File: config.mk
export PLATFORM = sky130hd
export DESIGN_NAME = piece_queue
export DESIGN_NICKNAME = d
export VERILOG_FILES = /design/src/rtl/piece_queue.sv
export SDC_FILE = /design/constraint.sdc
export NUM_CORES = 1
export LEC_CHECK = 0
export ABC_AREA = 1
export CAP_MARGIN = 10
export CORE_ASPECT_RATIO = 0.5
export CORE_UTILIZATION = 40
export CTS_CLUSTER_SIZE = 14
export DETAILED_ROUTE_END_ITERATION = 10
export PLACE_DENSITY = 0.7
export SYNTH_ARGS = -nofsm -noshare
export SYNTH_HDL_FRONTEND = slang
export SYNTH_SLANG_ARGS = --single-unit
File: constraint.sdc
create_clock -name clk -period 3.9 [get_ports clk]
set_input_delay 0.78 -clock clk [delete_from_list [all_inputs] [get_ports clk]]
set_output_delay 0.78 -clock clk [all_outputs]
set_load 0.01 [all_outputs]
File: src/rtl/piece_queue.sv
//==============================================================================
// Module      : piece_queue
// Description : Tetromino source for the hold/swap and spawn logic. A 16-bit
//               Fibonacci LFSR proposes candidate types; accepted candidates
//               fill a small shift queue (current piece + previews). The
//               current piece is also presented as two 10-bit spawn-row masks.
//               Optional feature macro: PIECE_QUEUE_BAG_EN (7-bag randomizer).
// Revision    : 1.0 - initial release
//==============================================================================
`default_nettype none

module piece_queue #(
    parameter int          DEPTH = 4,
    parameter logic [15:0] SEED  = 16'hACE1
) (
    input  logic                   clk,
    input  logic                   reset,
    input  logic                   pop,
    output logic                   ready,
    output logic [2:0]             cur_type,
    output logic [1:0][9:0]        cur_block,
    output logic [DEPTH-2:0][2:0]  next_type
);

    localparam int             CW          = $clog2(DEPTH + 1);
    localparam logic [CW-1:0]  C_FULL      = CW'(DEPTH);
    localparam logic [CW-1:0]  C_AFTER_POP = CW'(DEPTH - 1);
    localparam logic [2:0]     C_NONE      = 3'd7;

    typedef enum logic [0:0] {
        IDLE = 1'b0,
        FILL = 1'b1
    } state_t;

    state_t                  r_state;
    state_t                  w_state_next;
    logic [15:0]             r_lfsr;
    logic                    w_fb;
    logic [DEPTH-1:0][2:0]   r_q;
    logic [DEPTH-1:0][2:0]   w_q_next;
    logic [CW-1:0]           r_count;
    logic [CW-1:0]           w_count_next;
    logic [2:0]              w_cand;
    logic                    w_accept;

`ifdef PIECE_QUEUE_BAG_EN
    logic [6:0]              r_bag;
    logic [6:0]              w_bag_next;
    logic [6:0]              w_cand_oh;
    logic [6:0]              w_bag_set;
`endif

    // The low three LFSR bits are the draw candidate; 7 is never a legal type.
    assign w_cand = r_lfsr[2:0];
    assign w_fb   = r_lfsr[0] ^ r_lfsr[2] ^ r_lfsr[3] ^ r_lfsr[5];

    // LFSR free-runs every non-reset cycle so rejected draws retry with a new value.
    always_ff @(posedge clk) begin
        if (reset) begin
            r_lfsr <= SEED;
        end else begin
            r_lfsr <= {w_fb, r_lfsr[15:1]};
        end
    end

    // State, queue, count and bag registers.
    always_ff @(posedge clk) begin
        if (reset) begin
            r_state <= FILL;
            r_count <= '0;
            r_q     <= {DEPTH{C_NONE}};
`ifdef PIECE_QUEUE_BAG_EN
            r_bag   <= '0;
`endif
        end else begin
            r_state <= w_state_next;
            r_count <= w_count_next;
            r_q     <= w_q_next;
`ifdef PIECE_QUEUE_BAG_EN
            r_bag   <= w_bag_next;
`endif
        end
    end

    // Next-state logic: FILL appends accepted draws, IDLE waits for a pop.
    // A pop can only land in IDLE (queue full), so draws and pops never overlap.
    always_comb begin
        w_q_next     = r_q;
        w_count_next = r_count;
        w_accept     = 1'b0;
`ifdef PIECE_QUEUE_BAG_EN
        w_bag_next   = r_bag;
        w_cand_oh    = 7'd1 << w_cand;
        w_bag_set    = r_bag | w_cand_oh;
`endif
        case (r_state)
            FILL: begin
`ifdef PIECE_QUEUE_BAG_EN
                w_accept = (w_cand != C_NONE) && ((r_bag & w_cand_oh) == 7'd0);
`else
                w_accept = (w_cand != C_NONE);
`endif
                if (w_accept) begin
                    for (int k = 0; k < DEPTH; k++) begin
                        if (r_count == CW'(k)) begin
                            w_q_next[k] = w_cand;
                        end
                    end
                    w_count_next = r_count + CW'(1);
`ifdef PIECE_QUEUE_BAG_EN
                    // A completed bag empties in the same cycle it fills.
                    w_bag_next = (w_bag_set == 7'h7F) ? 7'd0 : w_bag_set;
`endif
                end
            end
            IDLE: begin
                if (pop) begin
                    for (int k = 0; k < DEPTH - 1; k++) begin
                        w_q_next[k] = r_q[k+1];
                    end
                    w_q_next[DEPTH-1] = C_NONE;
                    w_count_next      = C_AFTER_POP;
                end
            end
            default: begin
                w_count_next = r_count;
            end
        endcase
        w_state_next = (w_count_next < C_FULL) ? FILL : IDLE;
    end

    // Outputs decode registered state only; pop never reaches them combinationally.
    assign ready    = (r_count == C_FULL);
    assign cur_type = (r_count != '0) ? r_q[0] : C_NONE;

    generate
        for (genvar k = 0; k < DEPTH - 1; k++) begin : g_next
            assign next_type[k] = (r_count > CW'(k + 1)) ? r_q[k+1] : C_NONE;
        end
    endgenerate

    // Spawn-row masks of the current piece; cur_block[0] is the top row.
    always_comb begin
        cur_block = '0;
        case (cur_type)
            3'd0: begin cur_block[0] = 10'h078; cur_block[1] = 10'h000; end
            3'd1: begin cur_block[0] = 10'h030; cur_block[1] = 10'h030; end
            3'd2: begin cur_block[0] = 10'h010; cur_block[1] = 10'h038; end
            3'd3: begin cur_block[0] = 10'h030; cur_block[1] = 10'h018; end
            3'd4: begin cur_block[0] = 10'h018; cur_block[1] = 10'h030; end
            3'd5: begin cur_block[0] = 10'h008; cur_block[1] = 10'h038; end
            3'd6: begin cur_block[0] = 10'h020; cur_block[1] = 10'h038; end
            default: begin cur_block[0] = 10'h000; cur_block[1] = 10'h000; end
        endcase
    end

endmodule

`default_nettype wire

### Yosys cells after proc, flatten, opt, wreduce, memory -nomap -nowiden

Cells that the tools add are included.

| word-level totals | value |
|---|---|
| register bits | 32 |
| input bits | 3 |
| output and inout bits | 33 |
| word-level logic and storage cells | 56 |

| cells by class | value |
|---|---|
| $add $sub $neg | 1 |
| order comparisons | 4 |
| equality and inequality tests | 17 |
| multiplexer cells | 16 |
| bitwise gates (word level) | 4 |
| reductions and logical operators | 7 |

Operators with widths:

| kind | count |
|---|---|
| $pmux 16 s7 | 1 |
| $mux 3 | 10 |
| $mux 12 | 2 |
| $pmux 12 s2 | 1 |
| $eq 3x2->1 const B | 4 |
| $eq 3x3->1 const B | 4 |
| $reduce_and 3->1 | 4 |
| $ne 2x1->1 const B | 5 |
| $eq 3x1->1 const B | 2 |
| $gt 3x2->1 const B | 2 |
| $logic_not 3->1 | 2 |
| $pmux 3 s2 | 1 |
| $add 3x1->3 const B | 1 |
| $gt 3x1->1 const B | 1 |
| $lt 3x3->1 const B | 1 |
| $ne 3x3->1 const B | 1 |
| $reduce_bool 3->1 | 1 |
| $xor 1x1->1 | 3 |
| $ne 2x2->1 const B | 1 |
| $mux 1 | 1 |
| $not 1->1 | 1 |

### Depth between registers and ports, before layout

Gate-level depths: netlist of the first run.

| logic depth | value |
|---|---|
| depth after elaboration | 5 |
| gate-level depth with buffers | 8 |
| mapped depth without buffers | 8 |

### Worst setup path before layout of the first run

OpenSTA, ideal clock, no wires.

| timing path | value |
|---|---|
| path type | register -> output |
| start | register r_count[0] |
| end | output port cur_block[14] (netlist name) |
| arrival | 1.203 ns |
| data required time | 3.120 ns |
| path slack | 1.917 ns |
| stages on the path, launching flop included | 9 |
| cells stage by stage | dfxtp_1 > inv_1 > ha_1 > nand2_2 > nand2_1 > inv_1 > nand3_2 > o21ai_0 > inv_1 |

RTL lines:

| what | RTL line | RTL |
|---|---|---|
| start, declared | 41 | `logic [CW-1:0] r_count;` |
| start signal, assigned | 77 | `r_count <= w_count_next;` |
| end, declared | 21 | `output logic [1:0][9:0] cur_block,` |

==> results of run 1 <==
-- power breakdown --
part / total [uW] / internal [uW] / switching, uW
Clock: 317 / 189 / 128
Sequential: 486 / 413 / 72.4
Combinational: 687 / 302 / 385
Total: 1490 / 904 / 585
-- cell type report --
class / count / share of cell area
clock inverter: 3 / 0.02258
tap: 51 / 0.03386
sequential: 32 / 0.3400
timing repair buffer: 22 / 0.1169
multi-input combinational: 147 / 0.3805
clock buffer: 5 / 0.03652
inverter: 35 / 0.06972
-- worst paths after layout --
kind                            slack, ns                     to                    start
worst max-delay path                 1.06          cur_block[13]  r_count[0]$_SDFFE_PP0P_
worst min-delay path                 0.41  r_lfsr[14]$_SDFF_PP0_    r_lfsr[15]$_SDFF_PP1_
worst max register to register       2.42    r_q[6]$_SDFFE_PP1P_       r_state$_SDFF_PP1_
worst min register to register       0.41  r_lfsr[14]$_SDFF_PP0_    r_lfsr[15]$_SDFF_PP1_
-- metal layers --
| layer | vias up | share of wire | GRT usage |
|---|---|---|---|
| met5 | - | 0 | 0 |
| met4 | 0 | 0.014 | 0.07619 |
| met3 | 7 | 0.068 | 0.04950 |
| met2 | 49 | 0.45 | 0.2727 |
| met1 | 577 | 0.46 | 0.1759 |
| li1 | 690 | - | - |
-- cells in the final DEF (no fill, tap or decap), types with 2 or more instances in the layout --
master,count
a21oi_1,2
o21ai_0,13
inv_1,33
ha_1,5
o21ai_1,2
clkbuf_8,5
or2_2,7
nand3_1,26
clkdlybuf4s50_1,22
nand2_1,51
inv_2,2
dfxtp_1,32
nor2_1,19
conb_1,13
-- worst register-to-register path, stage by stage, from the launching register on --
cell and delay [ns]:
dfxtp_1 0.64, nand2_1 0.20, nand3_4 0.23, nand2_1 0.13, nand2_1 0.07, nand3_1 0.06
-- per-stage QoR --
| stage | hold WS (ns) | worst slack, ns | total power, uW | area [sq um] | std cells |
|---|---|---|---|---|---|
| 2_1_floorplan | 0.3883 | 1.917 | 946.6 | 1623 | 232 |
| 3_3_place_gp | 0.3920 | 1.428 | 1170 | 1773 | 287 |
| 3_5_place_dp | 0.3923 | 1.364 | 1181 | 1773 | 287 |
| 4_1_cts | 0.4124 | 1.039 | 1501 | 1884 | 295 |
| 5_1_grt | 0.4199 | 0.8441 | 1622 | 1884 | 295 |
| 6_report | 0.4074 | 1.059 | 1489 | 1884 | 295 |
-- state kept, by name, indices dropped and copies added (netlist names) --
register and flops:
r_q 12, r_count 3, r_state 1, r_lfsr 16
-- cells by family after synthesis --
| group | count (synthesis) | synth area share |
|---|---|---|
| flops | 32 | 0.4060 |
| xor+xnor | 2 | 0.01110 |
| simple gates | 108 | 0.3093 |
| buf+inv | 53 | 0.1681 |
| compound gates | 19 | 0.06344 |
| other cells | 1 | 0.002377 |
| fa+ha+maj | 5 | 0.03965 |
==> impl_metrics.csv, run 1 <==
group,metric,value,unit
status,status,"finished clean",
global_routing,grt_max_degree,19,
cts,cts_buffer_depth,2,
cts,post_cts_resized,0,
cts,cts_max_level,2,
cts,clk_pin_slew,0.07,ns
layout,fin_util,0.5229,
layout,synthToLayoutAreaGrowth,19.43,%
synthesis,synth.avg_cell_area,7.172,sq um
cts,post_cts_buffers,0,
sta,post-route-period-util,0.7285,
sta,finalHoldViolCount,0,
synthesis,synth_edf_count,0,
routing,drt-pass1-iter-count,4,
die,ios,36,
worst_setup_path,cp.depth,8,
synthesis,yosys.area.top_type,"dfxtp_1",
routing,drt_iter0_drc,61,
synthesis,syn_inst,220,
sta,fin_crit,2.841,ns
cts,clk_latency,0.29,ns
worst_setup_path,critical_path.max_fanout,5,
synthesis,synth_top_area_frac,0.4060,
die,num_rows,15,
place,place_congestion,0.7708,
sta,slew_headroom,0.6589,
synthesis,synthArstFlopShare,0,
worst_setup_path,cp.arrival,2.06,ns
die,core,0.003603,sq mm
routing,route.detailed.drc,0,
routing,postRouteWirelength,2.902,mm
cts,cts_buffers,5,
cts,root_buffer,"clkbuf_8",
routing,vias,1323,
worst_setup_path,worst-endpoint-required,3.12,ns
global_routing,grt_first_pass_wirelength,4.899,mm
worst_setup_path,crit_chain,"inv_1 -> ha_1 -> nand2_2 -> nand2_1 -> nand2_1 -> nor2_1 -> nor2_1 -> clkdlybuf4s50_1",
routing,via_per_inst,4.485,
die,fp.dieH,46.41,um
routing,wire_per_inst,9.837,um
layout,n_antenna_cell,0,
worst_hold_path,hold_path.class,"reg -> reg",
sta,setup_viol,0,
synthesis,synth_common_cells,"nand2_1, inv_1, dfxtp_1",
die,die_area,0.004215,sq mm
synthesis,yosys-top-cells-area,"dfxtp_1, nand2_1, nand3_1",
layout,fillers,356,
sta,clock.fmax,0.3520,GHz
synthesis,synth-seq-cells,32,
sta,fin_skew,0.004237,ns
synthesis,synth-main-ff-cell,"dfxtp_1",
synthesis,synth.most_common_cell,"nand2_1",
cts,cts_tree,"built",
sta,tightest_slew,0.5109,ns
die,die_x,90.82,um
power,p_leak,0.001027,uW
sta,drv_slew,0,
power,power_density,790.4,mW/mm^2
layout,nets,251,
worst_setup_path,cp_top_family,"buffers and inverters",
sta,rsz0062_at_grt,"false",
place,portBuffers,22,
worst_setup_path,end_kind,"output pin",
global_routing,antenna_found_initial,0,
die,start_util,0.4378,
global_routing,grt_overflow,0,
global_routing,grt_pass1_vias,1164,
layout,drive_gt1_frac,0.08607,
synthesis,ys_types,25,
cts,cts_num_sinks,32,
sta,finalSetupTns,0,ns
global_routing,grtUsageTotal,0.1539,
worst_setup_path,max_stage_delay,0.54,ns
worst_setup_path,reg2reg_depth,5,
routing,ant_nets,0,
layout,regArea,640.6,sq um
synthesis,syn_area,0.001578,sq mm
worst_setup_path,startpoint_type,"flip-flop",
place,place_hpwl,2.070,mm
power,vdd.ir_drop.worst,0.2352,mV
worst_setup_path,worst_path_max_delay_cell,"clkdlybuf4s50_1",
job,cap_viol_max_count,0,
cts,cts_hold_buf,0,
synthesis,synth_warnings,0,
worst_hold_path,worst_hold_path.num_cells,2,
worst_setup_path,critPathKind,"reg -> out",
synthesis,yosysSeqAreaShare,0.4060,
worst_setup_path,path_buf_inv,2,
layout,multi_input_area,716.9,sq um
No activity file was read; power rests on OpenSTA's default activity.
==> inputs of run 2 (changes only) <==
--- a/config.mk
+++ b/config.mk
@@ -11,7 +11,7 @@
 export CORE_UTILIZATION = 40
 export CTS_CLUSTER_SIZE = 14
 export DETAILED_ROUTE_END_ITERATION = 10
-export PLACE_DENSITY = 0.7
+export PLACE_DENSITY = 0.73
 export SYNTH_ARGS = -nofsm -noshare
 export SYNTH_HDL_FRONTEND = slang
 export SYNTH_SLANG_ARGS = --single-unit
==> constraint.sdc (replaced) <==
create_clock -name clk -period 2.3 [get_ports clk]
set_input_delay 0.46 -clock clk [delete_from_list [all_inputs] [get_ports clk]]
set_output_delay 0.46 -clock clk [all_outputs]
set_load 0.01 [all_outputs]
==> run 2 against run 1 <==
Sequential power is 69% higher. Non-clock buffer count increased by 5. Register-to-register slack worse by 1.6 ns. Worst hold slack got worse by 0.00096 ns. Final area rose by 1.4%. Highest routed layer unchanged.
==> impl_metrics.csv, run 2 (same netlist as run 1, synthesis figures left out) <==
group,metric,value,unit
global_routing,grt_first_pass_wirelength,4.954,mm
routing,via_per_inst,4.497,
cts,clk_pin_slew,0.06,ns
global_routing,antenna_found_initial,0,
power,vdd.ir_drop.worst,0.4000,mV
global_routing,grt_overflow,0,
sta,clock.fmax,0.4533,GHz
routing,drt-pass1-iter-count,4,
layout,nets,256,
worst_setup_path,max_stage_delay,0.49,ns
sta,slew_headroom,0.6515,
worst_setup_path,cp.arrival,1.75,ns
sta,finalSetupTns,0,ns
die,core,0.003603,sq mm
cts,cts_hold_buf,0,
status,status,"finished clean",
die,ios,36,
sta,worst_slack,0.09401,ns
sta,drv_slew,0,
power,p_switching,1015,uW
place,place_area,0.001795,sq mm
routing,drt_iter0_drc,73,
die,fp.dieH,46.41,um
sta,post-route-period-util,0.9591,
layout,largest_register_ffs,16,
power,seq_power_share,0.323,
worst_setup_path,critPathKind,"reg -> out",
job,cap_viol_max_count,0,
sta,setup_viol,0,
die,start_util,0.4378,
cts,cts_buffer_depth,2,
cts,cts_num_sinks,32,
sta,tightest_slew,0.5220,ns
routing,route.detailed.drc,0,
cts,root_buffer,"clkbuf_8",
global_routing,grt_pass1_vias,1191,
routing,vias,1349,
place,place_hpwl,2.120,mm
worst_hold_path,hold_path_startpoint,"r_lfsr[4]$_SDFF_PP0_",
worst_setup_path,worst-endpoint-required,1.84,ns
die,num_rows,15,
place,place_ws,0.1210,ns
power,p_leak,0.001076,uW
power,p_clk_frac,0.208,
layout,fin_util,0.5302,
layout,drive_gt1_frac,0.1406,
layout,synthToLayoutAreaGrowth,21.09,%
routing,postRouteWirelength,3.002,mm
worst_setup_path,startpoint_type,"flip-flop",
layout,reg_top3,"r_lfsr x16, r_q x12, r_count x3",
place,portBuffers,22,
cts,cts_buffers,5,
cts,cts_tree,"built",
power,p_int,1526,uW
power,switching_share,0.3994,
sta,finalHoldViolCount,0,
power,power_density,1330,mW/mm^2
layout,finish.instance_area,0.001911,sq mm
place,place_congestion,0.8438,
routing,ant_nets,0,
layout,regMostFlops,"r_lfsr",
global_routing,grtUsageTotal,0.1582,
layout,mostFrequentLayoutCell,"nand2_1",
routing,wire_per_inst,10.01,um
sta,fin_crit,2.206,ns
sta,holdWs,0.4064,ns
die,die_x,90.82,um
global_routing,grt_max_degree,19,
worst_setup_path,crit_chain,"buf_4 -> ha_1 -> o21ai_1 -> nand2_1 -> clkdlybuf4s50_1",
worst_setup_path,critical_path.max_fanout,4,
worst_setup_path,worst_path_max_delay_cell,"clkdlybuf4s50_1",
layout,layout_common_cells,"nand2_1, inv_1, dfxtp_1",
die,die_area,0.004215,sq mm
worst_setup_path,cp-startpoint,"r_count[1]$_SDFFE_PP0P_",
cts,cts_max_level,2,
sta,fin_skew,0.005213,ns
worst_setup_path,end_kind,"output pin",
cts,clk_latency,0.29,ns
power,combPwrFrac,0.469,
worst_hold_path,hold_path.class,"reg -> reg",
worst_setup_path,r2r_start,"r_state$_SDFF_PP1_",
layout,n_antenna_cell,0,
run 2: cell count changes in the layout (fill, tap and decap cells not counted), sizes merged:
cell           before  now
clkbuf              5    9
clkinvlp            1    0
buf                 0    5
dlygate4sd2         0    7
clkdlybuf4s50      22   12
run 2: final timing paths:
check                          to  slack (ns)  depth (start not counted)
max                  next_type[4]        0.09                          5
min          r_lfsr[3]$_SDFF_PP0_        0.41                          2
max reg2reg   r_q[7]$_SDFFE_PP1P_        0.81                          5
min reg2reg  r_lfsr[3]$_SDFF_PP0_        0.41                          2
run 2: repair_timing:
item	CTS	global route
setup buffers	2	0
pin swaps	1	1
resized for setup	19	7
hold endpoints to repair	0	0
setup endpoints to repair	16	6
run 2: layer usage:
metal | part of all wire | track usage
met2 | 0.43 | 0.2758
met5 | 0 | 0
met3 | 0.051 | 0.05611
met4 | 0.020 | 0.09841
met1 | 0.49 | 0.1746
run 2: worst max-delay path, delay by kind of cell, from the launching register on:
family	cells	cell delay [ns]
DFF	1	0.32
AOI/OAI and AO/OA	1	0.24
and+or+nand+nor	1	0.09
adders and majority gates	1	0.19
buffers and inverters	2	0.63
run 2: power groups by stage:
stage | Combinational, uW | Sequential, uW | Clock [uW]
3_5_place_dp | 1190 | 836 | 0
5_1_grt | 1360 | 844 | 565
3_3_place_gp | 1180 | 829 | 0
6_report | 1190 | 820 | 529
2_1_floorplan | 821 | 784 | 0
4_1_cts | 1180 | 819 | 546
run 2: layout make-up:
type,count,area (sq um)
well taps,51,63.81
multi-input cells,147,730.7
clock inverters,2,35.03
flip-flops and latches,32,643.1
fillers,350,1693
repair buffers,27,234.0
inverters,35,131.4
clock buffers,6,72.57
run 2: per-stage QoR:
step	instances	power (uW)
after floorplan	232	1605
after global placement	290	2005
after detailed placement	290	2027
after CTS	300	2545
after global routing	300	2765
final	300	2540
==> inputs of run 3 (changes only) <==
--- a/config.mk
+++ b/config.mk
@@ -6,7 +6,6 @@
 export NUM_CORES = 1
 export LEC_CHECK = 0
 export ABC_AREA = 1
-export CAP_MARGIN = 10
 export CORE_ASPECT_RATIO = 0.5
 export CORE_UTILIZATION = 40
 export CTS_CLUSTER_SIZE = 14
==> constraint.sdc (replaced) <==
create_clock -name clk -period 1.9 [get_ports clk]
set_input_delay 0.38 -clock clk [delete_from_list [all_inputs] [get_ports clk]]
set_output_delay 0.38 -clock clk [all_outputs]
set_load 0.01 [all_outputs]
==> run 3 against run 2 <==
Non-clock buffer count increased by 11. Total power increased by 27%. Highest routed layer unchanged. Final cell count increased by 3.7%. Via count increased by 2.3%. Sequential power increased by 20%. Clock-buffer cell count unchanged. Utilization increased by 2.5 points. Critical path type unchanged. Flip-flop and latch count unchanged. Clock skew decreased by 0.0031 ns. Clock power increased by 20%. First-iteration DRC count increased by 22%.
==> impl_metrics.csv, run 3 (same netlist as run 1, synthesis figures left out) <==
group,metric,value,unit
status,status,"finished clean",
die,die_x,90.82,um
routing,drt-pass1-iter-count,4,
worst_setup_path,critical_path.max_fanout,4,
cts,cts_buffers,5,
routing,via_per_inst,4.437,
cts,root_buffer,"clkbuf_8",
cts,cts_max_level,2,
layout,final_cells,311,
worst_hold_path,hold_path.class,"reg -> reg",
global_routing,grt_max_degree,19,
cts,cts_buffer_depth,2,
sta,clock.fmax,0.5437,GHz
power,p_leak,0.001114,uW
global_routing,grt_overflow,0,
cts,clk_latency,0.28,ns
die,start_util,0.4378,
worst_setup_path,worst-endpoint-required,1.52,ns
global_routing,grt_first_pass_wirelength,4.885,mm
layout,regMostFlops,"r_lfsr",
worst_setup_path,critPathKind,"reg -> out",
cts,clk_pin_slew,0.07,ns
routing,route.detailed.drc,0,
place,place_hpwl,2.242,mm
sta,fin_crit,1.839,ns
job,cap_viol_max_count,0,
layout,multi_input_area,782.0,sq um
worst_setup_path,end_kind,"output pin",
cts,cts_num_sinks,32,
layout,regArea,648.1,sq um
sta,finalHoldViolCount,0,
layout,mostFrequentLayoutCell,"nand2_1",
cts,cts_hold_buf,0,
power,vdd.ir_drop.worst,0.4798,mV
global_routing,grt_pass1_vias,1194,
place,place_congestion,0.8420,
routing,postRouteWirelength,2.982,mm
sta,setup_viol,0,
layout,fillers,341,
worst_setup_path,cp.arrival,1.46,ns
die,num_rows,15,
layout,layout_common_cells,"nand2_1, inv_1, dfxtp_1",
global_routing,grtUsageTotal,0.1533,
sta,finalSetupTns,0,ns
layout,drive_gt1_frac,0.2462,
place,dp.cells,303,
worst_setup_path,startpoint_type,"flip-flop",
layout,finish.instance_area,0.001999,sq mm
layout,fin_util,0.5549,
layout,nets,267,
global_routing,antenna_found_initial,0,
sta,fin_skew,0.002129,ns
sta,post-route-period-util,0.9681,
layout,n_antenna_cell,0,
sta,drv_slew,0,
sta,holdWs,0.4071,ns
die,ios,36,
power,power_density,1616,mW/mm^2
place,portBuffers,22,
die,fp.dieH,46.41,um
routing,vias,1380,
routing,ant_nets,0,
die,die_area,0.004215,sq mm
layout,reg_top3,"r_lfsr x16, r_q x12, r_count x3",
cts,cts_tree,"built",
layout,largest_register_ffs,16,
layout,synthToLayoutAreaGrowth,26.72,%
place,place_area,0.001893,sq mm
routing,drt_iter0_drc,89,
routing,wire_per_inst,9.588,um
die,core,0.003603,sq mm
==> run 3: where the power goes <==
| group | switching, uW | internal (uW) |
|---|---|---|
| Combinational | 925 | 688 |
| Sequential | 129 | 858 |
| Clock | 244 | 389 |
==> run 3: worst paths after layout <==
path,start,depth (start not counted),slack (ns),to
setup / recovery,r_count[0]$_SDFFE_PP0P_,6,0.06,cur_block[3]
hold / removal,r_lfsr[10]$_SDFF_PP1_,2,0.41,r_lfsr[9]$_SDFF_PP0_
setup reg to reg,r_count[0]$_SDFFE_PP0P_,7,0.52,r_q[10]$_SDFFE_PP1P_
hold reg to reg,r_lfsr[10]$_SDFF_PP1_,2,0.41,r_lfsr[9]$_SDFF_PP0_
==> run 3: cell type report <==
class / count / area share
clock buffer: 6 / 0.03630
timing repair buffer: 38 / 0.1320
inverter: 35 / 0.06696
clock inverter: 2 / 0.01752
sequential: 32 / 0.3242
multi-input combinational: 147 / 0.3911
tap: 51 / 0.03191
==> run 3: through the flow <==
| step | worst slack (ns) | total power, uW |
|---|---|---|
| after global placement | -0.1775 | 2592 |
| after CTS | 0.00006195 | 3253 |
| final | 0.06066 | 3232 |
| after floorplan | 0.3173 | 1943 |
| after global routing | -0.02478 | 3508 |
| after detailed placement | -0.1863 | 2617 |
==> run 3: repair_timing <==
item                       CTS  global route
pin swaps                    4             3
setup endpoints to repair   20            14
gates resized for setup     58            20
buffers inserted             0             0
==> run 3: critical path: stages (launching register included) <==
cell and delay, ns:
dfxtp_4 0.39, inv_4 0.05, ha_4 0.16, nand2_4 0.09, nand2_2 0.08, a21oi_1 0.13
dlygate4sd2_1 0.28
==> run 3: per-layer routing <==
layer,GRT usage,share of wire,vias up
met4,0.05714,0.0074,0
met3,0.05446,0.054,5
met1,0.1733,0.48,605
met5,0,0,-
met2,0.2788,0.45,43
li1,-,-,727
